==> config.mk <==
export PLATFORM = sky130hd
export DESIGN_NAME = spi_cmd_fifo
export DESIGN_NICKNAME = d
export VERILOG_FILES = /design/src/rtl/dsp_pkg.sv /design/src/rtl/sync_fifo_mem.sv /design/src/rtl/spi_cmd_fifo.sv
export SDC_FILE = /design/constraint.sdc
export NUM_CORES = 1
export LEC_CHECK = 0
export ABC_AREA = 1
export CAP_MARGIN = 20
export CELL_PAD_IN_SITES_DETAIL_PLACEMENT = 0
export CELL_PAD_IN_SITES_GLOBAL_PLACEMENT = 1
export CORE_ASPECT_RATIO = 0.9
export CORE_MARGIN = 4
export CORE_UTILIZATION = 49
export CTS_CLUSTER_DIAMETER = 200
export DETAILED_ROUTE_END_ITERATION = 10
export PLACE_DENSITY_LB_ADDON = 0.05
export SETUP_SLACK_MARGIN = 0.5
export SLEW_MARGIN = 0
export SYNTH_ARGS = -nofsm -noshare
export SYNTH_HDL_FRONTEND = slang
export SYNTH_SLANG_ARGS = --single-unit
==> constraint.sdc <==
create_clock -name clk -period 3.6 [get_ports clk]
set_input_delay 0.54 -clock clk [delete_from_list [all_inputs] [get_ports clk]]
set_output_delay 0.54 -clock clk [all_outputs]
set_load 0.01 [all_outputs]
==> src/rtl/dsp_pkg.sv <==
// dsp_pkg: shared command width, status byte layout and issue FSM encoding
package dsp_pkg;
  localparam int CMD_W        = 8;
  localparam int STAT_OVF     = 7;
  localparam int STAT_FULL    = 6;
  localparam int STAT_EMPTY   = 5;
  localparam int STAT_CNT_MSB = 4;
  typedef enum logic [1:0] {IDLE = 2'd0, ISSUE = 2'd1, GAP = 2'd2} issue_state_t;
endpackage

==> src/rtl/sync_fifo_mem.sv <==
// sync_fifo_mem: simple dual-port RAM with registered read (read-before-write on same address)
module sync_fifo_mem #(
  parameter int DEPTH      = 32,
  parameter int DATA_WIDTH = 8,
  localparam int AW        = $clog2(DEPTH)
) (
  input  logic                  clk,
  input  logic                  reset_n,
  input  logic                  we,
  input  logic [AW-1:0]         waddr,
  input  logic [DATA_WIDTH-1:0] wdata,
  input  logic                  re,
  input  logic [AW-1:0]         raddr,
  output logic [DATA_WIDTH-1:0] rdata
);
  logic [DATA_WIDTH-1:0] mem [DEPTH];
  always_ff @(posedge clk) begin
    if (we) mem[waddr] <= wdata;
    if (!reset_n) rdata <= '0;
    else if (re) rdata <= mem[raddr];
  end
endmodule

==> src/rtl/spi_cmd_fifo.sv <==
// spi_cmd_fifo: buffers SPI command bytes and replays them to the DSP engine one pulse at a time,
// with a rate-limiting gap between pulses and a registered status byte for MISO.
module spi_cmd_fifo
  import dsp_pkg::*;
#(
  parameter int DEPTH      = 32,
  parameter int DATA_WIDTH = CMD_W,
  parameter int ISSUE_GAP  = 2,
  parameter int CNT_W      = $clog2(DEPTH) + 1
) (
  input  logic                  clk,
  input  logic                  reset_n,
  input  logic [DATA_WIDTH-1:0] in_byte,
  input  logic                  in_valid,
  input  logic                  flush,
  input  logic                  engine_ready,
  output logic [DATA_WIDTH-1:0] out_byte,
  output logic                  out_valid,
  output logic [CNT_W-1:0]      count,
  output logic                  empty,
  output logic                  full,
  output logic                  overflow,
  output logic [7:0]            status_byte
);
  localparam int AW = $clog2(DEPTH);
  localparam int CW = CNT_W > 5 ? CNT_W : 5;
  issue_state_t state_q, state_d;
  logic [3:0] gap_q, gap_d;
  logic [AW-1:0] wptr, rptr;
  logic [CNT_W-1:0] count_d;
  logic [CW-1:0] count_ext;
  logic push, pop, ovf_set;
  // a pop in the same cycle frees a slot, so a push against a full buffer still lands
  assign push      = in_valid && !flush && (!full || pop);
  assign ovf_set   = in_valid && !flush && full && !pop;
  assign count_d   = flush ? '0 : count + CNT_W'(push) - CNT_W'(pop);
  assign count_ext = CW'(count);
  assign out_valid = state_q == ISSUE;
  always_comb begin
    state_d = state_q;
    gap_d   = gap_q;
    pop     = 1'b0;
    case (state_q)
      IDLE:    if (engine_ready && !empty && !flush) begin
                 pop     = 1'b1;
                 state_d = ISSUE;
               end
      ISSUE:   begin
                 gap_d   = 4'(ISSUE_GAP - 1);
                 state_d = ISSUE_GAP > 1 ? GAP : IDLE;
               end
      GAP:     begin
                 gap_d   = gap_q - 4'd1;
                 state_d = gap_q == 4'd1 ? IDLE : GAP;
               end
      default: state_d = IDLE;
    endcase
    if (flush) state_d = IDLE;
  end
  always_ff @(posedge clk) begin
    if (!reset_n) begin
      state_q <= IDLE;
      gap_q   <= '0;
    end else begin
      state_q <= state_d;
      gap_q   <= gap_d;
    end
  end
  always_ff @(posedge clk) begin
    if (!reset_n) begin
      wptr        <= '0;
      rptr        <= '0;
      count       <= '0;
      empty       <= 1'b1;
      full        <= 1'b0;
      overflow    <= 1'b0;
      status_byte <= 8'(1 << STAT_EMPTY);
    end else begin
      wptr                        <= flush ? '0 : wptr + AW'(push);
      rptr                        <= flush ? '0 : rptr + AW'(pop);
      count                       <= count_d;
      empty                       <= count_d == '0;
      full                        <= count_d == CNT_W'(DEPTH);
      overflow                    <= !flush && (overflow || ovf_set);
      status_byte[STAT_OVF]       <= overflow;
      status_byte[STAT_FULL]      <= full;
      status_byte[STAT_EMPTY]     <= empty;
      status_byte[STAT_CNT_MSB:0] <= count_ext > CW'(31) ? 5'd31 : count_ext[4:0];
    end
  end
  sync_fifo_mem #(.DEPTH(DEPTH), .DATA_WIDTH(DATA_WIDTH)) u_mem (
    .clk     (clk),
    .reset_n (reset_n),
    .we      (push),
    .waddr   (wptr),
    .wdata   (in_byte),
    .re      (pop),
    .raddr   (rptr),
    .rdata   (out_byte)
  );
endmodule

==> results_dict.tcl <==
set metrics [dict create \
    top_usage_layer "met2" \
    grt_first_pass_wirelength_um 46300 \
    rsz0062_at_grt "no" \
    min_period_ps 2720 \
    grt_util_met1_pct 30.9 \
    power_frac_seq_pct 51.1 \
    status "finished clean" \
    skew_ps 10.3 \
    min-delay-start "overflow" \
    worst_slack_ps 885 \
    ys.flop_type "edfxtp_1" \
    ys_types 28 \
    core_area_um2 25300 \
    reg2reg_to "empty" \
    p_leak_nw 5.64 \
    place_ws_ps 265 \
    drv_slew 0 \
    crit_path_max_incr_delay_ps 410 \
    numPortBuffers 38 \
    cpMostUsedCell "inv_1" \
    drive_above_1_share_pct 6.95 \
    clk_path_buf_depth 3 \
    grt_use_total_pct 21.1 \
    globalplace.congestion 0.835 \
    power_density_nw_per_um2 517 \
    hold_depth 2 \
    post-synth-top-area-cell "edfxtp_1" \
    hold-path-endpoint "status_byte[7]" \
    final_nets 1318 \
    clk_pin_slew_worst_paths_ps 60 \
    hpwlAfterDp_um 18200 \
    tightest_slew_ps 811 \
    swShare_pct 21.9 \
    synth_cells 1233 \
    grt_max_degree 73 \
    syn_area_um2 12700 \
    fmax_ghz 0.368 \
    gr-total-overflow 0 \
    worstPathMaxFanout 10 \
    die_w_um 177 \
    first_iter_violations 814 \
    io_pins 39 \
    finalSetupTns_ps 0 \
    syn-num-nets 1266 \
    synth_most_common_cell "nand2_1" \
    wl_per_cell_um 18.0 \
    finalCritPeriodShare_pct 75.4 \
    ys_seq_area_share_pct 67.2 \
    ff2ff_path_depth 17 \
    initial_utilization_pct 50.1 \
    ys_seq_elements 297 \
    r2r_start "state_q[0]" \
    routed-via-count 8362 \
    crit_required_ps 4020 \
    num_rows 55 \
    synth_commonest_cells "366 x nand2_1, 256 x edfxtp_1, 169 x nand3_1" \
    cp-start-kind "flop" \
    finalSetupViolCount 0 \
    yosysTopAreaCellShare_pct 60.7 \
    p_comb_share_pct 7.5 \
    yosys-top-cells-area "edfxtp_1 61%, nand2_1 11%, nand3_1 6.7%, dfxtp_1 6.5%, inv_1 4.1%" \
    switchingPower_mw 1.64 \
    critical_path.cell_chain "inv_1 > ha_1 > inv_1 > nor2_8 > inv_6 > a21oi_4 > inv_1 > ha_1 > inv_1 > ha_1 > fa_1 > nand3_1 > nand2_1 > a21oi_1 > o21ai_1 > nand3_1 > a21oi_1" \
    cts.htree.levels 1 \
    critPathSlowestCell "fa_1" \
    die_h_um 160 \
    grt_pass1_vias 8134 \
    synth_area_per_cell_um2 10.3 \
    ctsHoldBuffers 0 \
    yosysWarnings 0 \
    cts-root-buf "clkbuf_16" \
    hold_viol 0 \
    p_int_mw 5.84 \
    cts_sinks 297 \
    syn_to_final_growth_pct 14.4 \
    synth_edf_count 256 \
    min_path_type "reg -> reg" \
    crit_path_end_kind "flop" \
    cp_top_family "adder cells" \
    viasPerCell 5.06 \
    drt_pass1_iterations 5 \
    vdd_drop_max_uv 366 \
    cts_tree "yes" \
    clock_latency_ps 540 \
    die_area_um2 28500 \
    grt_antenna_before_repair 0 \
    relSlewSlack_pct 45.8 \
    arrival_ps 3140 \
    gr-usage-met2_pct 33.4 \
    clkPwrFrac_pct 41.4 \
    critPathBufInv 5 \
    drc 0 \
    ant_nets 0 \
    async_reset_ff_share_pct 0 \
    wl_um 29600 \
    crit_type "reg -> reg" \
    n_antenna_cell 0 \
    cap_violations 0 \
    fillers 2250 \
    r2r_slack_ps 880 \
    grtUsageMet3_pct 2.78 \
    cts_made_buffers 31 \
]
==> cells in the final DEF (no fill, tap or decap), types with 2 or more instances in the layout <==
master / Yosys / routed
clkbuf_1: 16 / 3
dfxtp_1: 41 / 39
clkbuf_16: 0 / 31
inv_2: 5 / 5
inv_1: 137 / 136
buf_4: 0 / 30
ha_1: 19 / 19
o21ai_0: 16 / 15
nand4_1: 3 / 3
nand3_1: 169 / 169
nand2_4: 2 / 2
nor3_1: 3 / 3
nor2_1: 104 / 104
a21oi_1: 44 / 44
edfxtp_1: 256 / 256
clkinv_1: 4 / 15
nand2_1: 366 / 366
clkinv_2: 0 / 7
xnor2_1: 2 / 2
bufinv_16: 0 / 4
nand3_4: 3 / 3
clkdlybuf4s50_1: 0 / 38
==> power groups by stage <==
stage               logic, mW  registers (mW)  clock network, mW
CTS                     0.564            3.82               3.17
global placement        0.559            3.90                  0
global route            0.637            3.83               3.30
detailed placement      0.562            3.90                  0
floorplan               0.299            3.91                  0
finish                  0.564            3.82               3.10
==> repair_timing <==
action,CTS,global route
endpoints found under the setup margin,0,2
resized for setup,0,1
setup buffers,0,3
==> kinds of logic (layout without fill, tap and decap cells) <==
kind of cell | after synthesis | after routing | synth area share [%]
compound gates | 64 | 64 | 2.68
xor+xnor | 2 | 2 | 0.138
fa+ha+maj | 20 | 20 | 2.04
buf+inv | 197 | 273 | 6.18
flops | 297 | 297 | 67.2
simple gates | 653 | 653 | 21.7
==> routing by layer <==
layer / share of wire (%) / vias to the layer above
met3: 4.7 / 52
met5: 0 / -
met2: 46 / 221
met1: 47 / 3911
li1: - / 4178
met4: 2.8 / 0
==> metrics by stage <==
step                hold WS (ps)  cell area, µm²  utilization [%]  std cells  power (mW)
finish                       463           14500             57.3       1651        7.49
global route                 496           14500             57.3       1651        7.77
CTS                          470           14500             57.3       1648        7.56
detailed placement           460           13500             53.3       1591        4.46
global placement             458           13500             53.3       1591        4.46
floorplan                    457           12700                -       1233        4.21
==> worst max path at each step <==
stage,from,to,slack (ps),cells after the start
after floorplan,state_q[0],empty,770,16
after global placement,flush,empty,260,16
after detailed placement,flush,empty,260,16
after CTS,state_q[0],empty,710,16
after global routing,state_q[0],empty,580,16
final,state_q[0],empty,880,17
==> area by class of cell <==
class	instances	area (µm²)	area share, %
clock buffer	34	787	5.43
clock inverter	23	204	1.41
inverter	147	558	3.85
multi-input combinational	739	3370	23.2
sequential	297	8510	58.8
tap	342	428	2.95
timing repair buffer	69	626	4.32
==> sequential cells by signal, summed over array words and instances, names as in the netlist <==
register,flops
count,6
empty,1
rptr,5
status_byte,8
u_mem.mem,256
wptr,5
state_q,2
gap_q,4
u_mem.rdata,8
overflow,1
full,1
==> worst register-to-register path, stage by stage, from the launching register on <==
cell and delay (ps):
dfxtp_1 330, inv_1 130, ha_1 200, inv_1 100
nor2_8 140, inv_6 70, a21oi_4 130, inv_1 50
ha_1 270, inv_1 40, ha_1 210, fa_1 410
nand3_1 90, nand2_1 70, a21oi_1 120, o21ai_1 90
nand3_1 90, a21oi_1 60
Power figures use the tool's default switching activity.
